<file path="src/rtl/spi_mem_ctrl.sv">
// spi_mem_ctrl: byte-wide memory port to a 23K256-style SPI serial SRAM
// (SPI mode 0). Each accepted request runs one full frame:
// 8-bit command, 16-bit address (upper byte zero), 8-bit data.
// Read data comes back with a single-cycle rsp_valid pulse.
module spi_mem_ctrl #(
    parameter int CLK_DIV = 1
) (
    input  logic       clk,
    input  logic       rst,
    input  logic       req_valid,
    output logic       req_ready,
    input  logic       req_we,
    input  logic [7:0] req_addr,
    input  logic [7:0] req_wdata,
    output logic       rsp_valid,
    output logic [7:0] rsp_data,
    output logic       busy,
    output logic       spi_cs_n,
    output logic       spi_sck,
    output logic       spi_mosi,
    input  logic       spi_miso
);

    localparam logic [2:0] ST_IDLE  = 3'd0;
    localparam logic [2:0] ST_SETUP = 3'd1;
    localparam logic [2:0] ST_SHIFT = 3'd2;
    localparam logic [2:0] ST_DONE  = 3'd3;
    localparam logic [2:0] ST_GAP   = 3'd4;

    localparam logic [7:0] CMD_WRITE = 8'h02;
    localparam logic [7:0] CMD_READ  = 8'h03;
    localparam logic [3:0] DIV_LAST  = 4'(CLK_DIV - 1);
    localparam logic [5:0] BIT_TOTAL = 6'd32;

    logic [2:0]  state_reg, state_next;
    logic [3:0]  div_reg, div_next;
    logic [5:0]  bit_reg, bit_next;
    logic [31:0] sr_reg, sr_next;
    logic [7:0]  rx_reg, rx_next;
    logic        we_reg, we_next;
    logic        cs_n_reg, cs_n_next;
    logic        sck_reg, sck_next;
    logic        mosi_reg, mosi_next;
    logic        rsp_valid_reg, rsp_valid_next;
    logic [7:0]  rsp_data_reg, rsp_data_next;

    logic [31:0] load_word;
    logic        div_hit;

    // Frame image built from the request inputs; only used in the accept cycle.
    assign load_word = {req_we ? CMD_WRITE : CMD_READ, 8'h00, req_addr,
                        req_we ? req_wdata : 8'h00};
    assign div_hit   = (div_reg == DIV_LAST);

    // Next-state and datapath decisions for the frame sequencer.
    always_comb begin
        state_next     = state_reg;
        div_next       = div_reg;
        bit_next       = bit_reg;
        sr_next        = sr_reg;
        rx_next        = rx_reg;
        we_next        = we_reg;
        cs_n_next      = cs_n_reg;
        sck_next       = sck_reg;
        mosi_next      = mosi_reg;
        rsp_valid_next = 1'b0;
        rsp_data_next  = rsp_data_reg;
        case (state_reg)
            ST_IDLE: begin
                if (req_valid) begin
                    sr_next    = load_word;
                    we_next    = req_we;
                    bit_next   = 6'd0;
                    div_next   = 4'd0;
                    cs_n_next  = 1'b0;
                    sck_next   = 1'b0;
                    mosi_next  = load_word[31];
                    state_next = ST_SETUP;
                end
            end
            ST_SETUP: begin
                // CS is low and MOSI holds the first bit; the first SCK
                // rise (and first MISO sample) ends this phase.
                if (div_hit) begin
                    div_next   = 4'd0;
                    sck_next   = 1'b1;
                    rx_next    = {rx_reg[6:0], spi_miso};
                    state_next = ST_SHIFT;
                end else begin
                    div_next = div_reg + 4'd1;
                end
            end
            ST_SHIFT: begin
                if (div_hit) begin
                    div_next = 4'd0;
                    if (sck_reg) begin
                        // Falling edge: advance to the next MOSI bit. The
                        // register rotates rather than shifts; after 32 bits
                        // its contents are no longer used.
                        sck_next  = 1'b0;
                        sr_next   = {sr_reg[30:0], sr_reg[31]};
                        mosi_next = sr_reg[30];
                        bit_next  = bit_reg + 6'd1;
                    end else if (bit_reg == BIT_TOTAL) begin
                        // Low half of the last bit has elapsed: close the frame.
                        cs_n_next      = 1'b1;
                        mosi_next      = 1'b0;
                        rsp_valid_next = ~we_reg;
                        if (!we_reg) begin
                            rsp_data_next = rx_reg;
                        end
                        state_next = ST_DONE;
                    end else begin
                        // Rising edge: sample MISO; only the last 8 survive.
                        sck_next = 1'b1;
                        rx_next  = {rx_reg[6:0], spi_miso};
                    end
                end else begin
                    div_next = div_reg + 4'd1;
                end
            end
            ST_DONE: begin
                div_next   = 4'd0;
                state_next = ST_GAP;
            end
            ST_GAP: begin
                // Minimum CS-deselect time before the next request.
                if (div_hit) begin
                    div_next   = 4'd0;
                    state_next = ST_IDLE;
                end else begin
                    div_next = div_reg + 4'd1;
                end
            end
            default: begin
                state_next = ST_IDLE;
            end
        endcase
    end

    // State and output registers; reset forces an idle, deselected bus.
    always_ff @(posedge clk) begin
        if (rst) begin
            state_reg     <= ST_IDLE;
            div_reg       <= 4'd0;
            bit_reg       <= 6'd0;
            sr_reg        <= 32'd0;
            rx_reg        <= 8'd0;
            we_reg        <= 1'b0;
            cs_n_reg      <= 1'b1;
            sck_reg       <= 1'b0;
            mosi_reg      <= 1'b0;
            rsp_valid_reg <= 1'b0;
            rsp_data_reg  <= 8'h00;
        end else begin
            state_reg     <= state_next;
            div_reg       <= div_next;
            bit_reg       <= bit_next;
            sr_reg        <= sr_next;
            rx_reg        <= rx_next;
            we_reg        <= we_next;
            cs_n_reg      <= cs_n_next;
            sck_reg       <= sck_next;
            mosi_reg      <= mosi_next;
            rsp_valid_reg <= rsp_valid_next;
            rsp_data_reg  <= rsp_data_next;
        end
    end

    // Handshake comes from the state register only, never from req_valid.
    assign req_ready = (state_reg == ST_IDLE);
    assign busy      = ~req_ready;
    assign rsp_valid = rsp_valid_reg;
    assign rsp_data  = rsp_data_reg;
    assign spi_cs_n  = cs_n_reg;
    assign spi_sck   = sck_reg;
    assign spi_mosi  = mosi_reg;

endmodule

</file>
<file path="config.mk">
export PLATFORM = sky130hd
export DESIGN_NAME = spi_mem_ctrl
export DESIGN_NICKNAME = d
export VERILOG_FILES = /design/src/rtl/spi_mem_ctrl.sv
export SDC_FILE = /design/constraint.sdc
export NUM_CORES = 1
export LEC_CHECK = 0
export CORE_UTILIZATION = 26
export DETAILED_ROUTE_END_ITERATION = 10
export DONT_BUFFER_PORTS = 1
export PLACE_DENSITY = 0.46
export SYNTH_ARGS = -nofsm -noshare
export SYNTH_HDL_FRONTEND = slang
export SYNTH_SLANG_ARGS = --single-unit
</file>
<file path="constraint.sdc">
create_clock -name clk -period 4.9 [get_ports clk]
set_input_delay 0.735 -clock clk [delete_from_list [all_inputs] [get_ports clk]]
set_output_delay 0.735 -clock clk [all_outputs]
set_load 0.005 [all_outputs]
</file>
* After elaboration in Yosys (flattened, before gate mapping)
Cells that the tools add are included.
Cells by class: add/subtract/negate cells 2, equality and inequality tests 14, mux-type cells 40, bitwise operators 6, reductions and logical operators 17
Operator list (count):
- $mux 32 | 3
- $pmux 32 s2 | 1
- $mux 8 | 5
- $mux 3 | 6
- $mux 6 | 3
- $ne 2x2->1 const B | 8
- $pmux 8 s2 | 1
- $pmux 3 s5 | 1
- $reduce_and 5->1 | 3
- $mux 1 | 13
- $pmux 4 s3 | 1
- $pmux 6 s2 | 1
- $reduce_and 4->1 | 3
- $mux 4 | 2
- $add 6x1->6 const B | 1
- $eq 3x2->1 const B | 2
- $eq 6x6->1 const B | 1
- $not 1->1 | 6
- $reduce_and 6->1 | 1
- $reduce_bool 3->1 | 2
- $reduce_or 5->1 | 1
- $add 4x1->4 const B | 1
- $logic_not 4->1 | 1
- $pmux 1 s2 | 2
- 8 further kinds | 10
Word-level totals: register bits 66, input port bits 21, output and inout port bits 14, logic and storage cells 90

* Logic depth before layout (Yosys ltp)
Gate-level depths: netlist (run 1).
depth in word-level cells 5, gate-level depth with buffers 8, gate-level depth less buffers 6

* Worst setup path after synthesis (run 1)
OpenSTA, ideal clock, no wires.
path kind input port to flip-flop, start input port req_valid, end register sr_reg[15], library setup time 0.088 ns, data arrival time 1.714 ns, data required time 4.812 ns, slack 3.098 ns, stages on the path 6, path buffers 2, cells stage by stage nor4b_4 -> a31o_1 -> buf_4 -> buf_6 -> nor2_1 -> a311oi_2
Between the ends: longest elaborated chain between the ends 2
RTL lines:
- start, declared | RTL line 10 | input logic req_valid,
- $ne 2x2->1 (no line)
- $reduce_and 4->1 (no line)
- end signal, assigned | RTL line 159 | sr_reg <= sr_next;
- end, declared | RTL line 38 | logic [31:0] sr_reg, sr_next;
No other way between the ends. A chain may end at the register's enable or synchronous reset.

* Worst setup path after layout (run 1)
start register state_reg[2], end register bit_reg[4]
Between the ends: longest elaborated chain between the ends 3, elaborated cells on any way between the ends 8, those cells by class 4 x eq/ne; 1 x mux; 3 x reduce/logical
RTL lines:
- start, declared | RTL line 35 | logic [2:0] state_reg, state_next;
- start signal, assigned | RTL line 156 | state_reg <= state_next;
- $eq 3x2->1 / $logic_not 3->1 (equally long branches) | RTL line 68 | case (state_reg)
- $ne 2x2->1 (no line) / $reduce_bool 2->1 (equally long branches)
- $reduce_and 4->1 (no line)
- end signal, assigned | RTL line 158 | bit_reg <= bit_next;
- end, declared | RTL line 37 | logic [5:0] bit_reg, bit_next;
Parallel ways exist; a longest one is shown, timed or not.

==> summary.md, run 1 <==
| Metric | Value |
|---|---|
| Final hold slack | ~0.46 ns |
| Net Sw Power | 0.3168 mW |
| Hold-fix buffers, CTS | 0 |
| Status | completed |
| Crit share post-route | about 48% |
| Clock Pin Slew Worst Setup and Hold Paths | 0.05 ns |
| Initial Utilization | between 20% and 30% |
| Synth Area per Inst | approximately 9.2 um2 |
| Relative slew slack | 27.51% |
| Final nets | 342 |
| Fmax | ~430 MHz |
| Ports | 35 |
| Main synth FF type | dfxtp_1 |
| Clock power frac | about half |
| XOR/XNOR Fraction of Synth Area | less than 1% |
| Core area | around 0.011 mm2 |
| Initial antenna violation count | 0 |
| Clk_lat worst skew | about 0.33 ns |
| Max FFs per register | 32 |
| Maximum clock insertion buffer count | 2 |
| Total grt overflow | 0 |
| Wire per inst | 14.19 um |
| Commonest non-fill, non-tap cell in the layout | dfxtp_1 |
| Worst setup SP type | flop |
| Main area contributors after synthesis | dfxtp_1 43%, a311oi_2 5.9%, nor2_1 5.2%, nand2_1 3.8%, a22oi_1 3.7% |
| Final hold violation count | 0 |
| CTS sink count | 66 |
| Internal power | 1.088 mW |
| Share of cells above drive strength 1 | 13.35% |
| Vias per cell | between 4 and 5 |
| Post-Synth Simple-Gate Area | 24.66% |
| Synth Area in Compound Gates | about a fifth |
| Logic gate share of total power | 7.9% |
| Resize count post-CTS | 0 |
| Skew final | 0.005331 ns |
| Port Buffer Count | 0 |
| Total Negative Setup Slacks | 0 ns |
| EDFF count, synth | 0 |
| Synth Area in Adders | 1.644% |
| Biggest area consumer among synthesized cells | dfxtp_1 |
| Area of the die | approximately 0.012 mm2 |
| Worst-path fanout max | 26 |
| Synth Instances | ~330 |
| Synthesized area | slightly above 0.003 mm2 |
| Starting DRT DRC Count | 151 |
| H-tree depth | 3 |
| Rows | 39 |
| First-pass GRT wire length | between 10000 and 15000 um |
| Detail Route Antenna Nets | 0 |
| Minimum clock period | approximately 2.3 ns |
| Synth warn | 0 |
| Post-detail-place hpwl | 4200 um |
| Reg2Reg Depth | 5 |
| Crit path kind | flop to flop |
| RSZ-0062 raised after global routing | false |
| Mux cell area share after synthesis | around 3.7% |
| Vias | 2308 |
| Pre-CTS WS | between 2 and 3 ns |
| Number of max-cap violations | 0 |
| Sequential share of the synthesized area | 43.40% |
| Largest family of logic cells by synthesized area | simple AND/OR/NAND/NOR gates |
| Synth cell types | 54 |
| Worst-margin pin slew | 1.084 ns |
| Worst vdd ir | roughly 0.00020 V |
| Setup violations, final | 0 |
| Post-synthesis net count | roughly 360 |
| Yosys reg bits | between 60 and 70 |
| Max Slew Vio Count | 0 |
| Critical Path AT | approximately 2.6 ns |
| Post-CTS setup repair buffer count | 0 |
| PD cells | ~410 mW/mm2 |
| Leak Pwr | roughly 1.1 nW |
| Layout area overhead | 12.45% |
| N_diodes | 0 |
| Post-Route WL | between 6000 and 7000 um |
| Drt drc | 0 |
| Post-synth top area share | between 40% and 50% |
| Switch share | 22.55% |
| CP required | approximately 5.2 ns |
| Critical Path End Type | flop |
| GPL Wtd Cong | approximately 0.71 |
| Fin cells | between 400 and 500 |
| Hold Path Class | flop to flop |
| Pre-antenna DRT Iters | 5 |
| TritonCTS Buffers | 9 |
| Die W | approximately 110 um |
| Worst-path cell chain | nor3b_2 > buf_4 > a31oi_2 > o21ai_0 > a21oi_1 |
| Hold Path Cell Cnt | 2 |
| Setup ws final | 2.568 ns |
| Post-synth ARST share | 0% |
| Max stage delay on crit path | 0.90 ns |
| Largest net degree at the start of global routing | between 60 and 70 |
| Die Height | between 100 and 150 um |
| CTS tree | yes |
| Slowest cell on the critical path | a31oi_2 |
| Sequential share of power | 41.1% |
| Fin util | approximately 30% |
| Inst Count DP | ~450 |
| CTS root buf | clkbuf_16 |
| Commonest non-fill, non-tap cells in the layout | 66 x dfxtp_1, 42 x nor2_1, 31 x nand2_1 |
| All-Layer GR Usage | about 12% |
| Vias in the first global route | 2168 |
==> layout make-up <==
type	instances	area (um2)
flip-flops and latches	66	1321
clock inverters	4	72.57
well taps	143	178.9
fillers	1214	7995
multi-input cells	231	1543
clock buffers	12	266.5
repair buffers	2	15.01
inverters	7	26.28
==> cell families (layout without fill, tap and decap cells) <==
group / count (synthesis) / after routing
simple gates: 138 / 138
fa+ha+maj: 4 / 4
xor+xnor: 1 / 1
compound gates: 77 / 77
flops: 66 / 66
mux: 11 / 11
buf+inv: 34 / 25
==> path summary, 6_finish.rpt <==
| check | start | slack, ns | end |
|---|---|---|---|
| max | state_reg[2]$_SDFFE_PP0P_ | 2.57 | bit_reg[4]$_SDFFE_PP0P_ |
| min reg2reg | sr_reg[31]$_SDFFE_PP0P_ | 0.46 | sr_reg[31]$_SDFFE_PP0P_ |
| max reg2reg | state_reg[2]$_SDFFE_PP0P_ | 2.57 | bit_reg[4]$_SDFFE_PP0P_ |
| min | sr_reg[31]$_SDFFE_PP0P_ | 0.46 | sr_reg[31]$_SDFFE_PP0P_ |
==> cell usage after synthesis, types with 2 or more instances <==
master	count
a21oi_1	21
a22oi_1	15
clkbuf_1	11
a211oi_1	2
nand2_1	31
dfxtp_1	66
a311oi_2	12
buf_6	3
nand4_1	8
ha_1	4
a221o_1	2
nand3_1	13
a311oi_1	4
nor2_1	42
buf_2	6
nor2b_1	2
nor3_1	4
mux2i_1	10
buf_4	6
nand2b_1	11
inv_1	6
o21ai_0	5
o31ai_1	8
nand3b_1	3
or3_1	5
and3_1	2
or3b_1	2
==> metal layers <==
layer  vias to the layer above  routed length, um  global-route usage [%]
li1                       1167                  -                       -
met1                      1079               3318                   14.91
met2                        54               2812                   17.37
met3                         8                393                   5.115
met4                         0                 72                   3.665
met5                         -                  0                       0
==> critical path, delay by kind of cell, from the launching register on <==
family / cells / cell delay [ns]
buffers and inverters: 1 / 0.24
DFF: 1 / 0.66
AOI/OAI and AO/OA: 3 / 1.27
and+or+nand+nor: 1 / 0.09
==> power by group through the flow <==
| stage | logic [mW] | clock network, mW | registers, mW |
|---|---|---|---|
| floorplan | 0.117 | 0 | 0.580 |
| global placement | 0.110 | 0 | 0.588 |
| detailed placement | 0.112 | 0 | 0.589 |
| CTS | 0.112 | 0.739 | 0.577 |
| global route | 0.125 | 0.764 | 0.580 |
| finish | 0.111 | 0.716 | 0.577 |
==> metrics by stage <==
stage	area, um2	power, mW
after floorplan	3044	0.6969
after global placement	3084	0.6985
after detailed placement	3084	0.7008
after CTS	3423	1.429
after global routing	3423	1.469
final	3423	1.405
No activity file was read; power rests on OpenSTA's default activity.
==> run 2: changes to the inputs <==
- PLACE_DENSITY: 0.46 -> 0.48
- clock period: 4.9 -> 2.05 ns (I/O delays scaled with it)
==> run 2 against run 1 <==
Net effect:
- die area stayed put
- first-iteration DRC count is 16% lower
- hold slack worse by 0.41 ns
- via count is 1.0% higher
- largest power group unchanged
- combinational power grew to 2.6 times the previous value
- global-route usage is 0.18 points higher
- critical path depth is 1 lower
- clock skew is 0.00068 ns higher
- worst setup slack worse by 2.4 ns
- sequential cell count stayed put
==> summary.md, run 2 (same netlist as run 1, synthesis figures left out) <==
| Metric | Value |
|---|---|
| Post-Route WL | 6595 um |
| Initial Utilization | about a quarter |
| Worst vdd ir | approximately 0.00046 V |
| Number of max-cap violations | 0 |
| Commonest non-fill, non-tap cells in the layout | 65 x dfxtp_1, 42 x nor2_1, 31 x nand2_1 |
| Fmax | approximately 540 MHz |
| Vias per cell | 4.928 |
| Switch share | 22.94% |
| Die W | between 100 and 150 um |
| Worst Hold End | state_reg[1]$_SDFFE_PP0P_ |
| Minimum clock period | about 1.9 ns |
| Vias in the first global route | about 2300 |
| Wire per inst | ~14 um |
| Fin util | a little under a third |
| Port Buffer Count | 0 |
| Total Negative Setup Slacks | 0 ns |
| Vias | between 2000 and 2500 |
| CTS sink count | 66 |
| Critical Path AT | between 2 and 2.5 ns |
| Crit path kind | flop to flop |
| All-Layer GR Usage | a little under an eighth |
| Clk_lat worst skew | between 0.3 and 0.4 ns |
| Status | completed |
| Pre-CTS WS | about 0.19 ns |
| Skew final | 0.006009 ns |
| Leak Pwr | around 1.2 nW |
| N_diodes | 0 |
| Initial antenna violation count | 0 |
| Placement Cell Area | around 0.0032 mm2 |
| TritonCTS Buffers | 9 |
| Internal power | roughly 2.5 mW |
| PD cells | 938.5 mW/mm2 |
| Cell area after layout | between 0.003 and 0.004 mm2 |
| Reg2Reg Depth | 4 |
| Sequential share of power | roughly 42% |
| H-tree depth | 3 |
| Final hold violation count | 0 |
| Inst Count DP | between 400 and 500 |
| Crit share post-route | between 90% and 100% |
| Logic gate share of total power | approximately 8.8% |
| Setup violations, final | 0 |
| Largest net degree at the start of global routing | 69 |
| CTS root buf | clkbuf_16 |
| Final nets | roughly 350 |
| Worst hold start | rst |
| Setup ws final | slightly below 0.2 ns |
| Layout area overhead | 14.14% |
| Die Height | ~110 um |
| Resize count post-CTS | 0 |
| Total grt overflow | 0 |
| Commonest non-fill, non-tap cell in the layout | dfxtp_1 |
| CTS tree | yes |
| R2r setup slk | around 0.2 ns |
| RSZ-0062 raised after global routing | false |
| Post-detail-place hpwl | approximately 4300 um |
| Worst-path fanout max | 13 |
| CP required | 2.30 ns |
| Rows | 39 |
| Starting DRT DRC Count | roughly 130 |
| Pre-antenna DRT Iters | 5 |
| Drt drc | 0 |
| Ports | 35 |
| Maximum clock insertion buffer count | 2 |
| Max Slew Vio Count | 0 |
| Max FFs per register | 32 |
| RR Startpoint | state_reg[0]$_SDFFE_PP0P_ |
| Clock power frac | 48.8% |
| Clock Pin Slew Worst Setup and Hold Paths | 0.05 ns |
| Post-CTS setup repair buffer count | 0 |
| First-pass GRT wire length | roughly 11000 um |
| Fillcell total | roughly 1200 |
| Detail Route Antenna Nets | 0 |
| Hold Path Class | input port to flop |
| Fin cells | ~470 |
| Area of the die | 0.01215 mm2 |
| Share of cells above drive strength 1 | about 15% |
| Core area | around 0.011 mm2 |
| Critical Path End Type | flop |
| FF-to-FF End | rx_reg[3]$_SDFFE_PP0P_ |
| GPL Wtd Cong | 0.6762 |
| Hold-fix buffers, CTS | 0 |
| Relative slew slack | between 60% and 70% |
| Hold Path Cell Cnt | 1 |
| Worst-margin pin slew | about 0.46 ns |
| Net Sw Power | about 0.75 mW |
| Worst setup SP type | flop |
==> run 2: power by group through the flow <==
stage               clock, mW  combinational (mW)  sequential (mW)
global route             1.69               0.322             1.39
global placement            0               0.287             1.41
detailed placement          0               0.292             1.41
floorplan                   0               0.279             1.39
finish                   1.59               0.288             1.38
CTS                      1.63               0.292             1.38
==> run 2: worst max-delay path by stage <==
stage | startpoint | endpoint | slack, ns | cells after the start
after floorplan | div_reg[0]$_SDFFE_PP0P_ | sr_reg[15]$_SDFFE_PP0P_ | 0.36 | 8
final | state_reg[0]$_SDFFE_PP0P_ | rx_reg[3]$_SDFFE_PP0P_ | 0.19 | 4
after global routing | state_reg[0]$_SDFFE_PP0P_ | sr_reg[24]$_SDFFE_PP0P_ | 0.07 | 6
after CTS | state_reg[1]$_SDFFE_PP0P_ | sr_reg[6]$_SDFFE_PP0P_ | 0.17 | 6
after global placement | state_reg[1]$_SDFFE_PP0P_ | sr_reg[24]$_SDFFE_PP0P_ | 0.23 | 6
after detailed placement | state_reg[0]$_SDFFE_PP0P_ | rx_reg[5]$_SDFFE_PP0P_ | 0.19 | 4
==> run 2: layout make-up <==
cell class                 count  area [um2]  share of cell area, %
multi-input combinational    231        1543                  44.40
sequential                    66        1323                  38.06
clock buffer                  10       229.0                  6.590
tap                          143       178.9                  5.149
timing repair buffer          11       95.09                  2.737
clock inverter                 5       80.08                  2.305
inverter                       7       26.28                 0.7562
==> run 2: layer usage <==
metal  global-route usage (%)  vias to the layer above  part of all wire, %
met3                    3.880                        9                  4.2
met2                    18.93                       36                   45
met1                    14.38                     1099                   49
met5                        0                        -                    0
li1                         -                     1187                    -
met4                    5.075                        0                  1.6
==> run 2: through the flow <==
| step | hold WS (ns) | power [mW] |
|---|---|---|
| final | 0.05258 | 3.261 |
| after global routing | 0.03554 | 3.403 |
| after CTS | 0.04347 | 3.307 |
| after detailed placement | 0.3910 | 1.699 |
| after global placement | 0.3911 | 1.693 |
| after floorplan | 0.4322 | 1.666 |
==> run 2: worst max-delay path, stage by stage (launching register included) <==
cell and delay [ns]:
dfxtp_1 0.60, or3b_2 0.51, nor2_1 0.17, a31o_2 0.28
mux2i_1 0.22
